File: src/rtl/sampler_pkg.sv
// Shared definitions for the sampling interval controller: FSM state
// encoding, default widths and the drop counter width.
package sampler_pkg;

    typedef enum logic [1:0] {
        LOAD  = 2'd0,
        COUNT = 2'd1,
        HOLD  = 2'd2
    } state_t;

    localparam int DEFAULT_LFSR_W       = 9;
    localparam int DEFAULT_MASK_W       = 8;
    localparam int DEFAULT_MIN_INTERVAL = 16;
    localparam int DEFAULT_CNT_W        = 10;
    localparam int DEFAULT_TAG_W        = 32;
    localparam int DROP_CNT_W           = 16;

endpackage

File: src/rtl/interval_down_counter.sv
// Loadable down counter holding the number of references left in the
// current sampling interval. The expiry flag marks the decrement that
// consumes the last reference of the interval.
module interval_down_counter #(
    parameter int CNT_W = 10
) (
    input  logic             clock_i,
    input  logic             reset_i,
    input  logic             load_i,
    input  logic [CNT_W-1:0] load_value_i,
    input  logic             dec_i,
    output logic [CNT_W-1:0] count_o,
    output logic             expire_o
);

    logic [CNT_W-1:0] r_count;

    // Load has priority over decrement; the count never wraps below zero.
    always_ff @(posedge clock_i) begin
        if (reset_i) begin
            r_count <= '0;
        end else if (load_i) begin
            r_count <= load_value_i;
        end else if (dec_i && (r_count != '0)) begin
            r_count <= r_count - CNT_W'(1);
        end
    end

    assign count_o  = r_count;
    assign expire_o = dec_i && (r_count == CNT_W'(1));

endmodule

File: src/rtl/sampling_interval_controller.sv
// Turns the cache LFSR output into randomly spaced sampling decisions on
// the reference stream and offers each sampled tag downstream over a
// valid/ready handshake. One LFSR value is consumed per interval.
// Optional build macro: SAMPLER_DROP_COUNT_EN adds a saturating counter
// of references ignored outside counting; without it drop_count_o is 0.
module sampling_interval_controller
    import sampler_pkg::*;
#(
    parameter int LFSR_W       = DEFAULT_LFSR_W,
    parameter int MASK_W       = DEFAULT_MASK_W,
    parameter int MIN_INTERVAL = DEFAULT_MIN_INTERVAL,
    parameter int CNT_W        = DEFAULT_CNT_W,
    parameter int TAG_W        = DEFAULT_TAG_W
) (
    input  logic                  clock_i,
    input  logic                  reset_i,
    input  logic                  enable_i,
    input  logic                  ref_valid_i,
    input  logic [TAG_W-1:0]      ref_tag_i,
    input  logic [LFSR_W-1:0]     lfsr_value_i,
    output logic                  lfsr_enable_o,
    output logic                  sample_valid_o,
    input  logic                  sample_ready_i,
    output logic [TAG_W-1:0]      sample_tag_o,
    output logic [CNT_W-1:0]      interval_o,
    output logic [DROP_CNT_W-1:0] drop_count_o
);

    state_t           r_state;
    state_t           w_nextState;
    logic             r_sampleValid;
    logic [TAG_W-1:0] r_sampleTag;
    logic             w_load;
    logic             w_dec;
    logic             w_capture;
    logic             w_release;
    logic             w_lfsrEnable;
    logic             w_expire;
    logic [CNT_W-1:0] w_count;
    logic [CNT_W-1:0] w_loadValue;

    // Interval length is the fixed minimum plus the masked random bits.
    assign w_loadValue = CNT_W'(MIN_INTERVAL) + CNT_W'(lfsr_value_i[MASK_W-1:0]);

    generate
        if (MASK_W < LFSR_W) begin : g_unusedLfsr
            logic w_unusedLfsrBits;
            assign w_unusedLfsrBits = ^lfsr_value_i[LFSR_W-1:MASK_W];
        end
    endgenerate

    interval_down_counter #(
        .CNT_W(CNT_W)
    ) u_intervalCounter (
        .clock_i     (clock_i),
        .reset_i     (reset_i),
        .load_i      (w_load),
        .load_value_i(w_loadValue),
        .dec_i       (w_dec),
        .count_o     (w_count),
        .expire_o    (w_expire)
    );

    // State register; reset always returns to LOAD.
    always_ff @(posedge clock_i) begin
        if (reset_i) begin
            r_state <= LOAD;
        end else begin
            r_state <= w_nextState;
        end
    end

    // Next-state decode plus the per-state counter and sample controls.
    always_comb begin
        w_nextState  = r_state;
        w_load       = 1'b0;
        w_dec        = 1'b0;
        w_capture    = 1'b0;
        w_release    = 1'b0;
        w_lfsrEnable = 1'b0;
        case (r_state)
            LOAD: begin
                w_load       = 1'b1;
                w_lfsrEnable = !reset_i;
                w_nextState  = COUNT;
            end
            COUNT: begin
                if (enable_i && ref_valid_i) begin
                    w_dec = 1'b1;
                    if (w_expire) begin
                        w_capture   = 1'b1;
                        w_nextState = HOLD;
                    end
                end
            end
            HOLD: begin
                if (r_sampleValid && sample_ready_i) begin
                    w_release   = 1'b1;
                    w_nextState = LOAD;
                end
            end
            default: begin
                w_nextState = LOAD;
            end
        endcase
    end

    // Sample register: capture on expiry, hold until the downstream accepts.
    always_ff @(posedge clock_i) begin
        if (reset_i) begin
            r_sampleValid <= 1'b0;
            r_sampleTag   <= '0;
        end else if (w_capture) begin
            r_sampleValid <= 1'b1;
            r_sampleTag   <= ref_tag_i;
        end else if (w_release) begin
            r_sampleValid <= 1'b0;
        end
    end

    assign lfsr_enable_o  = w_lfsrEnable;
    assign sample_valid_o = r_sampleValid;
    assign sample_tag_o   = r_sampleTag;
    assign interval_o     = w_count;

`ifdef SAMPLER_DROP_COUNT_EN
    logic                  w_drop;
    logic [DROP_CNT_W-1:0] r_dropCount;

    assign w_drop = ref_valid_i && !((r_state == COUNT) && enable_i);

    // Saturating count of references that arrive while not counting.
    always_ff @(posedge clock_i) begin
        if (reset_i) begin
            r_dropCount <= '0;
        end else if (w_drop && (r_dropCount != '1)) begin
            r_dropCount <= r_dropCount + DROP_CNT_W'(1);
        end
    end

    assign drop_count_o = r_dropCount;
`else
    assign drop_count_o = '0;
`endif

endmodule

File: config.mk
export PLATFORM = sky130hd
export DESIGN_NAME = sampling_interval_controller
export DESIGN_NICKNAME = d
export VERILOG_FILES = /design/src/rtl/sampler_pkg.sv /design/src/rtl/interval_down_counter.sv /design/src/rtl/sampling_interval_controller.sv
export SDC_FILE = /design/constraint.sdc
export NUM_CORES = 1
export LEC_CHECK = 0
export ABC_AREA = 1
export CORE_MARGIN = 2
export CORE_UTILIZATION = 35
export DETAILED_ROUTE_END_ITERATION = 8
export PLACE_DENSITY = 0.86
export SLEW_MARGIN = 15
export SYNTH_ARGS = -nofsm -noshare
export SYNTH_HDL_FRONTEND = slang
export SYNTH_SLANG_ARGS = --single-unit
File: constraint.sdc
create_clock -name clock_i -period 1.38 [get_ports clock_i]
set_input_delay 0.207 -clock clock_i [delete_from_list [all_inputs] [get_ports clock_i]]
set_output_delay 0.207 -clock clock_i [all_outputs]
set_load 0.01 [all_outputs]
==> results.py <==
metrics = {
    "final_layout": {
        "antennaDiodeCount": 0,
        "multiInputGateArea_mm2": 0.001275,
        "final-seq-area_um2": 908.4,
        "syn2layout_area_growth_pct": 82.81,
        "drive_above_1_share_pct": 33.41,
        "nFillCells": 523,
        "stdcell_count": 485,
        "final_area_mm2": 0.003792,
        "final_util_pct": 65.21,
        "nNetsFinal": 459,
    },
    "setup_path": {
        "reg2reg_depth": 8,
        "worstPathRequired_ns": 1.56,
        "crit_path_end_kind": "flip-flop",
        "path_max_fanout": 9,
        "cp.arrival_ns": 1.70,
        "worstReg2RegStart": "r_state[0]$_SDFFE_PP0P_",
        "crit_start": "r_state[0]$_SDFFE_PP0P_",
        "crit_path_start_kind": "flip-flop",
        "path_class": "flip-flop to flip-flop",
    },
    "clocking": {
        "cts.path.max_buffers": 2,
        "cts_tree": "built",
        "clkSinkCount": 45,
        "clkLatencyLatePin_ns": 0.29,
        "clkTransAtPathRegs_ns": 0.08,
        "cts-htree-levels": 2,
        "hold_buffers": 0,
        "cts_root_buffer": "clkbuf_8",
        "cts_buffers": 5,
    },
    "placement": {
        "place_area_mm2": 0.003124,
        "gp_congestion": 0.8535,
        "portBuffers": 88,
        "placed_cells": 467,
        "place_ws_ns": -0.3127,
        "hpwl_um": 4136,
    },
    "timing": {
        "tightest_slew_ns": 0.5061,
        "max_clock_freq_ghz": 0.6587,
        "fin_crit_ns": 1.518,
        "setup_ws_ns": -0.1381,
        "setup_viol": 44,
        "hold_viol_final": 0,
        "rsz0062_at_grt": "true",
        "finalClockSkew_ns": 0.007047,
        "timing.final.max_slew_violations": 0,
        "slew-limit-headroom_pct": 66.26,
        "min_period_over_period_pct": 110.0,
    },
    "run_status": {
        "run_status": "finished, violations left",
        "violations": "setup timing",
    },
    "logic_synthesis": {
        "syn_inst": 290,
        "yosysMostFrequentCell": "nor2_1",
        "synth_commonest_cells": "nor2_1 (85), dfxtp_1 (45), o21ai_0 (38), nand2_1 (36)",
        "yosys_warnings": 0,
        "avgSynthCellArea_um2": 7.153,
        "yosys-top-cells-area": "dfxtp_1 (43%), nor2_1 (15%), o21ai_0 (9.2%), nand2_1 (6.5%), buf_4 (5.8%)",
        "ys_seq_area_share_pct": 43.43,
        "syn_area_mm2": 0.002074,
        "ys.flop_type": "dfxtp_1",
        "synthDistinctLibCells": 28,
        "yosysTopAreaCell": "dfxtp_1",
        "ys_seq_elements": 45,
        "synth_edf_count": 0,
        "ys_async_sr_fraction_pct": 0,
        "synth_top_area_share_pct": 43.43,
    },
    "detailed_routing": {
        "drc": 0,
        "routed_wl_um": 6841,
        "num_vias": 2375,
        "via_per_inst": 4.897,
        "drt_iter0_drc": 88,
        "first_pass_iters": 5,
        "antenna_left": 0,
        "wl_per_cell_um": 14.11,
    },
    "global_route": {
        "grt_pass1_vias": 2170,
        "grt_first_pass_wirelength_um": 9729,
        "grt_max_degree": 38,
        "grt_use_total_pct": 19.32,
        "overflow": 0,
        "antenna_found_initial": 0,
    },
    "floorplan": {
        "core_area_mm2": 0.005816,
        "die_w_um": 80.99,
        "die_height_um": 80.99,
        "row_count": 28,
        "ios": 106,
        "die_area_mm2": 0.006559,
        "start_util_pct": 35.67,
    },
    "min_path": {
        "hp-class": "input pin to flip-flop",
        "min_path_cells": 3,
        "min_from": "lfsr_value_i[0]",
    },
    "power": {
        "ir_worst_vdd_uv": 456.2,
        "powerDensity_mw_per_mm2": 801.4,
        "leakage_nw": 1.927,
        "power.total_mw": 3.039,
    },
    "flow_run": {
        "cap_violations": 0,
    },
}
==> cells by family (layout without fill, tap and decap cells) <==
group	Yosys count	after routing	synth area share [%]
XOR/XNOR	1	1	0.4223
adder cells (fa/ha/maj)	3	3	1.810
AO/OA/AOI/OAI	48	48	12.36
other	1	16	0.1808
flip-flops	45	45	43.43
AND/OR/NAND/NOR	149	150	29.74
buffers and inverters	43	147	12.06
==> worst max-delay path: stages (launching register included) <==
cell and delay, ns:
dfxtp_1 0.36, buf_4 0.13, nand4_1 0.17, inv_2 0.13, nand3_4 0.12, buf_4 0.17
buf_8 0.13, o21ai_1 0.13, nor2_1 0.07
==> flip-flops by register name, indices dropped and copies added, names as in the netlist <==
register / count
r_state: 2
sample_tag_o: 32
u_intervalCounter.count_o: 10
sample_valid_o: 1
==> per-layer routing <==
layer / part of all wire (%) / up-vias / wire length, um / GRT usage, %
met5: 0 / - / 0 / 0
met1: 38 / 1119 / 2614 / 19.92
li1: - / 1142 / - / -
met4: 3.1 / 0 / 209 / 6.949
met2: 53 / 94 / 3595 / 37.36
met3: 6.2 / 20 / 421 / 4.778
==> area by class of cell <==
cell class              count  share of cell area, %
clock inverters             2                 0.9238
repair buffers            124                  34.97
multi-input cells         218                  33.62
inverters                  16                  2.243
flip-flops and latches     45                  23.95
clock buffers               5                  1.815
well taps                  75                  2.474
==> stage by stage <==
stage | TNS, ns | hold WS [ns]
after floorplan | 0 | 0.3174
after global placement | -11.20 | 0.4626
after detailed placement | -11.46 | 0.4724
after CTS | -2.829 | 0.4590
after global routing | -7.211 | 0.4604
final | -3.658 | 0.4604
==> power breakdown <==
part | total, mW | internal [mW] | switching, mW
clock | 0.947 | 0.526 | 0.421
combinational | 0.723 | 0.349 | 0.374
sequential | 1.37 | 1.34 | 0.0335
==> repair_timing <==
action | 4_1_cts | 5_1_grt
setup buffers | 5 | 1
setup endpoints to repair | 68 | 61
cloned | 6 | 0
gates resized for setup | 113 | 80
pin swaps | 19 | 25
==> path summary, 6_finish.rpt <==
kind                                               endpoint  slack, ns
setup / recovery               sample_tag_o[3]$_SDFFE_PP0P_      -0.14
hold reg to reg                sample_tag_o[2]$_SDFFE_PP0P_       0.47
setup reg to reg               sample_tag_o[3]$_SDFFE_PP0P_      -0.14
hold / removal    u_intervalCounter.count_o[0]$_SDFFE_PP0P_       0.46
==> layout by cell type (no fill, tap or decap), drive strengths merged, types with 5 or more instances in the layout <==
| cell type | instances |
|---|---|
| nor2 | 88 |
| dfxtp | 45 |
| clkdlybuf4s50 | 44 |
| o21ai | 40 |
| nand2 | 38 |
| buf | 36 |
| dlygate4sd2 | 28 |
| nand3 | 17 |
| conb | 16 |
| inv | 16 |
| dlymetal6s2s | 15 |
| a21oi | 6 |
| clkbuf | 5 |
Note: power is estimated with default switching activity, not from simulation.
